**src/rtl/pipe_ctrl_unit.sv**
```systemverilog
// ID-stage control unit for a five-stage MIPS pipeline: registered ID/EX controls,
// load-use stall, branch flush and a halt drain sequence.
module pipe_ctrl_unit #(
  parameter int RA_W         = 5,
  parameter int ALUOP_W      = 4,
  parameter int EXT_ISA      = 1,
  parameter int DRAIN_CYCLES = 3
) (
  input  logic               Clk,
  input  logic               Rst_n,
  input  logic               inst_valid,
  input  logic [31:0]        inst,
  input  logic               branch_taken,
  output logic               stall,
  output logic               ctrl_valid,
  output logic [ALUOP_W-1:0] AluCtrl,
  output logic               Reg_Dst,
  output logic               ALU_Src1,
  output logic               ALU_Src2,
  output logic               Mem_Write,
  output logic               Mem_Read,
  output logic               MemtoReg,
  output logic               Reg_Write,
  output logic               Branch_Eq,
  output logic               Branch_Ne,
  output logic               Jump,
  output logic [RA_W-1:0]    ex_wreg,
  output logic               illegal,
  output logic               Halt
);

  localparam logic [1:0] S_RUN    = 2'd0;
  localparam logic [1:0] S_DRAIN  = 2'd1;
  localparam logic [1:0] S_HALTED = 2'd2;

  logic [1:0] state;
  logic [3:0] drain_cnt;

  logic [5:0]      op, funct;
  logic [RA_W-1:0] rs, rt, rd;

  assign op    = inst[31:26];
  assign funct = inst[5:0];
  assign rs    = RA_W'(inst[25:21]);
  assign rt    = RA_W'(inst[20:16]);
  assign rd    = RA_W'(inst[15:11]);

  // Immediate and shamt bits do not influence control decode.
  logic unused_inst;
  assign unused_inst = ^inst[10:6];

  logic [3:0] d_alu;
  logic       d_reg_dst, d_src1, d_src2, d_mem_write, d_mem_read, d_memtoreg;
  logic       d_reg_write, d_beq, d_bne, d_jump;
  logic       d_legal, d_halt, use_rs, use_rt;

  // NOTE: every always_comb output gets a default first so no path leaves it
  // unassigned; a missing default here would infer a latch.
  always_comb begin
    d_alu       = 4'b0000;
    d_reg_dst   = 1'b0;
    d_src1      = 1'b0;
    d_src2      = 1'b0;
    d_mem_write = 1'b0;
    d_mem_read  = 1'b0;
    d_memtoreg  = 1'b0;
    d_reg_write = 1'b0;
    d_beq       = 1'b0;
    d_bne       = 1'b0;
    d_jump      = 1'b0;
    d_legal     = 1'b1;
    d_halt      = 1'b0;
    use_rs      = 1'b0;
    use_rt      = 1'b0;
    case (op)
      6'b000000: begin
        d_reg_dst   = 1'b1;
        d_reg_write = 1'b1;
        use_rs      = 1'b1;
        use_rt      = 1'b1;
        case (funct)
          6'b100000: d_alu = 4'b0010;
          6'b100010: d_alu = 4'b0110;
          6'b100100: d_alu = 4'b0000;
          6'b100101: d_alu = 4'b0001;
          6'b101010: d_alu = 4'b0111;
          6'b000000: begin d_alu = 4'b1100; d_src1 = 1'b1; use_rs = 1'b0; end
          6'b100110: if (EXT_ISA != 0) d_alu = 4'b0011; else d_legal = 1'b0;
          6'b100111: if (EXT_ISA != 0) d_alu = 4'b1101; else d_legal = 1'b0;
          6'b000010: begin
            if (EXT_ISA != 0) begin
              d_alu  = 4'b1000;
              d_src1 = 1'b1;
              use_rs = 1'b0;
            end else begin
              d_legal = 1'b0;
            end
          end
          default:   d_legal = 1'b0;
        endcase
      end
      6'b001000: begin d_alu = 4'b0010; d_src2 = 1'b1; d_reg_write = 1'b1; use_rs = 1'b1; end
      6'b001100: begin d_alu = 4'b0000; d_src2 = 1'b1; d_reg_write = 1'b1; use_rs = 1'b1; end
      6'b001101: begin d_alu = 4'b0001; d_src2 = 1'b1; d_reg_write = 1'b1; use_rs = 1'b1; end
      6'b001111: begin
        if (EXT_ISA != 0) begin
          d_alu       = 4'b1001;
          d_src2      = 1'b1;
          d_reg_write = 1'b1;
        end else begin
          d_legal = 1'b0;
        end
      end
      6'b100011: begin
        d_alu       = 4'b0010;
        d_src2      = 1'b1;
        d_mem_read  = 1'b1;
        d_memtoreg  = 1'b1;
        d_reg_write = 1'b1;
        use_rs      = 1'b1;
      end
      6'b101011: begin
        d_alu       = 4'b0010;
        d_src2      = 1'b1;
        d_mem_write = 1'b1;
        use_rs      = 1'b1;
        use_rt      = 1'b1;
      end
      6'b000100: begin d_alu = 4'b0110; d_beq = 1'b1; use_rs = 1'b1; use_rt = 1'b1; end
      6'b000101: begin d_alu = 4'b0110; d_bne = 1'b1; use_rs = 1'b1; use_rt = 1'b1; end
      6'b000010: d_jump = 1'b1;
      6'b111111: d_halt = 1'b1;
      default:   d_legal = 1'b0;
    endcase
  end

  // Only a real, unflushed instruction in RUN can depend on the load in ID/EX.
  logic load_use, accept;
  assign load_use = (state == S_RUN) && inst_valid && !branch_taken && d_legal &&
                    Mem_Read && (ex_wreg != '0) &&
                    ((use_rs && (rs == ex_wreg)) || (use_rt && (rt == ex_wreg)));
  assign stall    = (state != S_RUN) || load_use;
  assign accept   = (state == S_RUN) && inst_valid && !branch_taken && !load_use;

  // NOTE: sequential state uses non-blocking assignments only; the bubble
  // defaults below are overridden later in the same block when an instruction issues.
  // NOTE: every register here has a reset value; there is no memory array to exempt.
  always_ff @(posedge Clk or negedge Rst_n) begin
    if (!Rst_n) begin
      state      <= S_RUN;
      drain_cnt  <= 4'd0;
      ctrl_valid <= 1'b0;
      AluCtrl    <= '0;
      Reg_Dst    <= 1'b0;
      ALU_Src1   <= 1'b0;
      ALU_Src2   <= 1'b0;
      Mem_Write  <= 1'b0;
      Mem_Read   <= 1'b0;
      MemtoReg   <= 1'b0;
      Reg_Write  <= 1'b0;
      Branch_Eq  <= 1'b0;
      Branch_Ne  <= 1'b0;
      Jump       <= 1'b0;
      ex_wreg    <= '0;
      illegal    <= 1'b0;
      Halt       <= 1'b0;
    end else begin
      ctrl_valid <= 1'b0;
      AluCtrl    <= '0;
      Reg_Dst    <= 1'b0;
      ALU_Src1   <= 1'b0;
      ALU_Src2   <= 1'b0;
      Mem_Write  <= 1'b0;
      Mem_Read   <= 1'b0;
      MemtoReg   <= 1'b0;
      Reg_Write  <= 1'b0;
      Branch_Eq  <= 1'b0;
      Branch_Ne  <= 1'b0;
      Jump       <= 1'b0;
      ex_wreg    <= '0;
      illegal    <= 1'b0;
      case (state)
        S_RUN: begin
          if (accept && !d_legal) begin
            illegal <= 1'b1;
          end else if (accept && d_halt) begin
            state     <= S_DRAIN;
            drain_cnt <= 4'(DRAIN_CYCLES);
          end else if (accept) begin
            ctrl_valid <= 1'b1;
            AluCtrl    <= ALUOP_W'(d_alu);
            Reg_Dst    <= d_reg_dst;
            ALU_Src1   <= d_src1;
            ALU_Src2   <= d_src2;
            Mem_Write  <= d_mem_write;
            Mem_Read   <= d_mem_read;
            MemtoReg   <= d_memtoreg;
            Reg_Write  <= d_reg_write;
            Branch_Eq  <= d_beq;
            Branch_Ne  <= d_bne;
            Jump       <= d_jump;
            ex_wreg    <= d_reg_dst ? rd : rt;
          end
        end
        S_DRAIN: begin
          if (drain_cnt <= 4'd1) begin
            state <= S_HALTED;
            Halt  <= 1'b1;
          end else begin
            drain_cnt <= drain_cnt - 4'd1;
          end
        end
        default: Halt <= 1'b1;
      endcase
    end
  end

endmodule
```
**config.mk**
```make
export PLATFORM = sky130hd
export DESIGN_NAME = pipe_ctrl_unit
export DESIGN_NICKNAME = d
export VERILOG_FILES = /design/src/rtl/pipe_ctrl_unit.sv
export SDC_FILE = /design/constraint.sdc
export NUM_CORES = 1
export LEC_CHECK = 0
export ABC_CLOCK_PERIOD_IN_PS = 6800
export CORE_MARGIN = 2
export CORE_UTILIZATION = 50
export CTS_BUF_LIST = sky130_fd_sc_hd__clkbuf_8
export DETAILED_ROUTE_END_ITERATION = 16
export PLACE_DENSITY = 0.89
export SKIP_LAST_GASP = 1
export SLEW_MARGIN = 20
export SYNTH_ARGS = -nofsm -noshare
export SYNTH_HDL_FRONTEND = slang
export SYNTH_SLANG_ARGS = --single-unit
```
**constraint.sdc**
```tcl
create_clock -name Clk -period 6.8 [get_ports Clk]
set_clock_uncertainty 0.2 [all_clocks]
set_input_delay 1.36 -clock Clk [delete_from_list [all_inputs] [get_ports Clk]]
set_output_delay 1.36 -clock Clk [all_outputs]
set_load 0.03 [all_outputs]
```
# Word-level counts from Yosys, hierarchy flattened
# Index checks and enable logic that the tools add are counted.
op_classes:
  reduce_logical: 34
  bitwise: 1
  muxes: 79
  eq_ne: 25
  add_sub_neg: 1
  magnitude_cmp: 1
ops:
  columns: ["operator", "n"]
  rows:
  - ["== test 6 bit (second input constant)", 10]
  - ["two-way mux 1 bit", 57]
  - ["one-hot mux 4 bit (8 select lines)", 1]
  - ["two-way mux 4 bit", 7]
  - ["two-way mux 5 bit", 5]
  - ["== test 6 x 4 -> 1 bit (second input constant)", 4]
  - ["one-hot mux 4 bit (5 select lines)", 1]
  - ["== test 6 x 2 -> 1 bit (second input constant)", 2]
  - ["== test 6 x 3 -> 1 bit (second input constant)", 2]
  - ["zero test 6 bit", 2]
  - ["OR reduction 6 bit", 2]
  - ["logical AND 1 bit", 11]
  - ["== test 5 bit", 2]
  - ["OR reduction 10 bit", 1]
  - ["OR reduction 9 bit", 1]
  - ["one-hot mux 4 bit (2 select lines)", 1]
  - ["AND reduction 4 bit", 2]
  - ["OR reduction 7 bit", 1]
  - ["two-way mux 2 bit", 3]
  - ["inequality test 2 bit (second input constant)", 3]
  - ["one-hot mux 1 bit (2 select lines)", 3]
  - ["nonzero test 5 bit", 1]
  - ["less-or-equal comparator 4 x 1 -> 1 bit (second input constant)", 1]
  - ["one-hot mux 2 bit (2 select lines)", 1]
  - ["other kinds (12)", 17]
word_totals:
  inputBits: 36
  register_bits: 27
  output_inout_bits: 23
  word_cells: 157

# Logic depth before layout (Yosys ltp)
logic_depth:
  word_depth: 14
  mapped_depth: 8
  mapped_depth_nobuf: 6

# Worst setup path before layout
# No wires, ideal clock.
synth_path:
  kind: "input to output"
  from: "in branch_taken"
  to: "out stall"
  required_time_ns: 5.240
  t_arrival_ns: 2.723
  slack_ns: 2.517
  path_stages: 5
  path_buffers: 0
  path_cell_list: "nor4b_4 -> o211ai_1 -> or4_4 -> o21ai_0 -> a211o_2"
synth_between:
  elab_chain_cells: 7
synth_lines:
  columns: ["element", "line", "source"]
  rows:
  - ["from (decl)", "13", "input logic branch_taken,"]
  - ["zero test 1 bit", "139", "assign load_use = (state == S_RUN) && inst_valid && !branch_taken && d_legal &&"]
  - ["logical AND 1 bit (3 in a row)", "139", null]
  - ["logical AND 1 bit (2 in a row)", "140", "Mem_Read && (ex_wreg != '0) &&"]
  - ["logical OR 1 bit", "142", "assign stall = (state != S_RUN) || load_use;"]
  - ["to (decl)", "14", "output logic stall,"]
# Every way passes these cells.

# Worst setup path in the final report
layout_path:
  from: "in inst[28]"
  to: "out stall"
layout_between:
  elab_chain_cells: 8
  word_cells_on_any_way: 25
layout_lines:
  columns: ["element", "line", "source"]
  rows:
  - ["from (decl)", "12", "input logic [31:0] inst,"]
  - ["== test 6 x 4 -> 1 bit (tied with other cells)", "75", "case (op)"]
  - ["OR reduction 10 bit (no source line)", null, null]
  - ["one-hot mux 1 bit (2 select lines)", "75", null]
  - ["logical AND 1 bit (2 in a row)", "139", null]
  - ["logical AND 1 bit", "140", null]
  - ["logical AND 1 bit (*)", "140", null]
  - ["logical OR 1 bit (*)", "142", null]
# Mark *: on every way between the ends. The rest lies on a longest branch, timed or not.

==> results.md <==
* Run status: complete, no violations
* Simple-Gate Fraction of Synth Area at 27.2%
* HP Start: Halt$_DFFE_PN0P_
* Share of cells above drive strength 1 at 6.75%
* Max incr delay on CP at 0.66 ns
* Seq/Total Area, Yosys at 39.4%
* Antenna violations before repair at 0
* Die Y at 62.6 um
* Reg power frac at 52.5%
* Max rail drop VDD at 152 uV
* Hold buffers post-CTS at 0
* Period minus WS final at 5.74 ns
* Worst setup slack after placement at 1.07 ns
* CP dominant cell by count: clkdlybuf4s50_1
* Clock-pin slew on the worst setup and hold paths at 0.09 ns
* Syn_nets at 228
* Xor/xnor share of the synthesized area at 5.10%
* Routability Congestion at 0.893
* Clock Latency Late Sink at 0.27 ns
* Mux contribution to synthesized area at 2.92%
* Internal power at 0.229 mW
* Post-synthesis cell area at 1720 um^2
* Slowest cell on crit path: clkdlybuf4s50_1
* Core area at 3310 um^2
* Die area at 3920 um^2
* Cts bufs inserted at 3
* Prevailing post-synth register cell: dfrtp_1
* Number of synthesized flops with an enable pin at 0
* Initial DRC count at 68
* Seq cells post-synth at 27
* WP buf/inv at 2
* WP data required at 5.24 ns
* Yosys warns at 0
* PD cells at 133 nW/um^2
* Final Max Slew Viols at 0
* Final setup margin at 1.06 ns
* WL/cell at 14.4 um
* Remaining DRCs at 0
* Sw frac at 25.1%
* Area delta synth->final at 33.7%
* Worst slew pin tran at 0.562 ns
* Routed vias at 1606
* Setup TNS Final at 0 ns
* Leakage power at 0.907 nW
* Reg-to-Reg Start: state[0]$_DFFE_PN0P_
* Crit Path Max Fanout at 12
* Worst Setup Path Type: in -> out
* Clock network power share at 30.1%
* Avg Cell Area, Syn at 9.03 um^2
* First-pass GRT wire length at 6910 um
* Post-CTS Setup Inserts at 0
* Final Cycle Share at 84.4%
* RSZ-0062 raised after global routing: false
* Row cnt at 21
* CTS resizes at 0
* Vias per std cell at 5.67
* PnR Total Power at 0.305 mW
* Boundary Pins at 59
* NetSw at 0.0767 mW
* WL final at 4070 um
* Finish-stage setup viols at 0
* GR Util All Layers at 21.4%
* Logic pwr share at 17.4%
* Initial Util at 51.9%
* Cells after synthesis at 190
* Adder-cell share of the synthesized area at 2.04%
* CP startpoint: inst[28]
* Critical path cell sequence: clkdlybuf4s50_1 > nor4_4 > nand2_1 > o221a_2 > o21ai_0 > a211o_2 > clkdlybuf4s50_1
* Root buf cell: clkbuf_8
* Port Buffers at 53
* Diode count at 0
* Antenna Nets Post-Route at 0
* Max frequency at 174 MHz
* Clock Path Buffers at 2
* DP HPWL at 3020 um
* Post-synth cell types at 50
* Relative slew slack at 62.1%
* Largest net degree at the start of global routing at 28
* CP endpoint kind: output pin
* H-Tree Depth at 1
* Post-layout net count at 276
* Final global-route overflow total at 0
* Max_cap viols at 0
* CP arrival at 4.18 ns
* Largest delay share family, worst path: buffers and inverters
* CTS tree: built
* Largest family of logic cells by synthesized area: simple AND/OR/NAND/NOR gates
* Asr flop ratio synth at 100%
* Compound-gate portion of the synthesized area at 17.4%
* Total iterations of the first detailed-routing run at 6
* CP Launch Type: input pin
* Hold Path Class: reg -> reg
* Die X at 62.6 um
* Hold Violations, Final at 0
* Clock sink total at 27
* Vias in the first global route at 1507
[per-stage QoR]
stage               utilization [%]  instances  hold WS (ns)  cell area [um^2]
CTS                            69.4        283         0.292              2300
global route                   69.4        283         0.335              2300
floorplan                         -        190         0.343              1720
finish                         69.4        283         0.289              2300
detailed placement             67.9        279         0.271              2250
global placement               67.9        279         0.259              2250
[synthesized netlist by cell type, types with 2 or more instances]
cell type,n,share of area (%)
or2_2,2,0.73
buf_2,3,0.87
nand2b_1,3,1.1
nand3_1,6,1.7
nor4_1,4,1.5
nand4_1,2,0.73
nor2_1,11,2.4
a41oi_1,2,1.0
a21boi_0,2,0.87
ha_1,2,1.5
a31oi_1,2,0.73
or4_1,2,0.87
nand2_1,15,3.3
o22ai_1,3,1.1
nor2b_1,6,2.2
dfrtp_1,27,39
buf_6,2,1.3
nor3_1,20,5.8
clkbuf_1,4,0.87
mux2i_1,5,2.9
xnor2_1,8,4.1
o21ai_0,13,3.8
a21oi_1,7,2.0
and3_1,2,0.73
nor4b_1,2,1.0
inv_1,10,2.2
xor2_1,2,1.0
[per-layer routing]
metal | vias up | GRT usage [%] | wire length, um | part of all wire (%)
met5 | - | 0 | 0 | 0
met1 | 752 | 28.0 | 1650 | 40
met3 | 0 | 4.68 | 286 | 7.0
li1 | 782 | - | - | -
met4 | 0 | 2.22 | 0 | 0
met2 | 72 | 37.8 | 2140 | 52
[sequential cells by signal (all words and copies together) (netlist names)]
| signal | flops |
|---|---|
| illegal | 1 |
| ALU_Src2 | 1 |
| ex_wreg | 5 |
| Reg_Dst | 1 |
| AluCtrl | 4 |
| MemtoReg | 1 |
| state | 2 |
| ctrl_valid | 1 |
| Branch_Ne | 1 |
| drain_cnt | 4 |
| Reg_Write | 1 |
| Mem_Write | 1 |
| Branch_Eq | 1 |
| ALU_Src1 | 1 |
| Jump | 1 |
| Halt | 1 |
[layout by cell type (no fill, tap or decap), types with 3 or more instances in the layout]
| master | instances |
|---|---|
| a21oi_1 | 7 |
| clkbuf_8 | 3 |
| clkdlybuf4s50_1 | 53 |
| dfrtp_1 | 27 |
| inv_1 | 10 |
| mux2i_1 | 5 |
| nand2_1 | 15 |
| nand2b_1 | 3 |
| nand3_1 | 6 |
| nor2_1 | 11 |
| nor2b_1 | 6 |
| nor3_1 | 20 |
| nor4_1 | 4 |
| o21ai_0 | 13 |
| o22ai_1 | 3 |
| xnor2_1 | 8 |
[kinds of logic (layout without fill, tap and decap cells)]
kind of cell             count (synthesis)  after routing
AND/OR/NAND/NOR                         82             82
AO/OA/AOI/OAI                           42             42
flip-flops                              27             27
buffers and inverters                   21             68
XOR/XNOR                                10             10
multiplexers                             5              5
adder cells (fa/ha/maj)                  3              3
[path summary, 6_finish.rpt]
kind	slack, ns	end	cells past startpoint
setup / recovery	1.06	stall	7
hold / removal	0.29	Halt$_DFFE_PN0P_	1
setup reg to reg	4.30	ALU_Src2$_DFF_PN0_	5
hold reg to reg	0.29	Halt$_DFFE_PN0P_	1
max in group asynchronous	4.90	ex_wreg[3]$_DFF_PN0_	2
min in group asynchronous	1.26	Reg_Write$_DFF_PN0_	2
[power by group through the flow]
stage               sequential [mW]  combinational, mW  clock, mW
global placement              0.164             0.0522          0
global route                  0.160             0.0580     0.0984
finish                        0.160             0.0532     0.0918
detailed placement            0.164             0.0527          0
floorplan                     0.164             0.0256          0
CTS                           0.160             0.0531     0.0921
[final cells by class]
type / instances / area [um^2]
inverter: 10 / 37.5
tap: 46 / 57.6
fill: 278 / 1010
clock inverter: 1 / 7.51
multi-input combinational: 142 / 938
sequential: 27 / 676
timing repair buffer: 54 / 538
clock buffer: 3 / 41.3
[worst reg2reg max path, stage by stage, from the launching register on]
cell,delay (ns)
dfrtp_1,0.48
nor4b_4,0.38
o211ai_1,0.18
or4_4,0.58
o2bb2ai_4,0.43
a211oi_1,0.12
(Power assumes the default switching activity.)
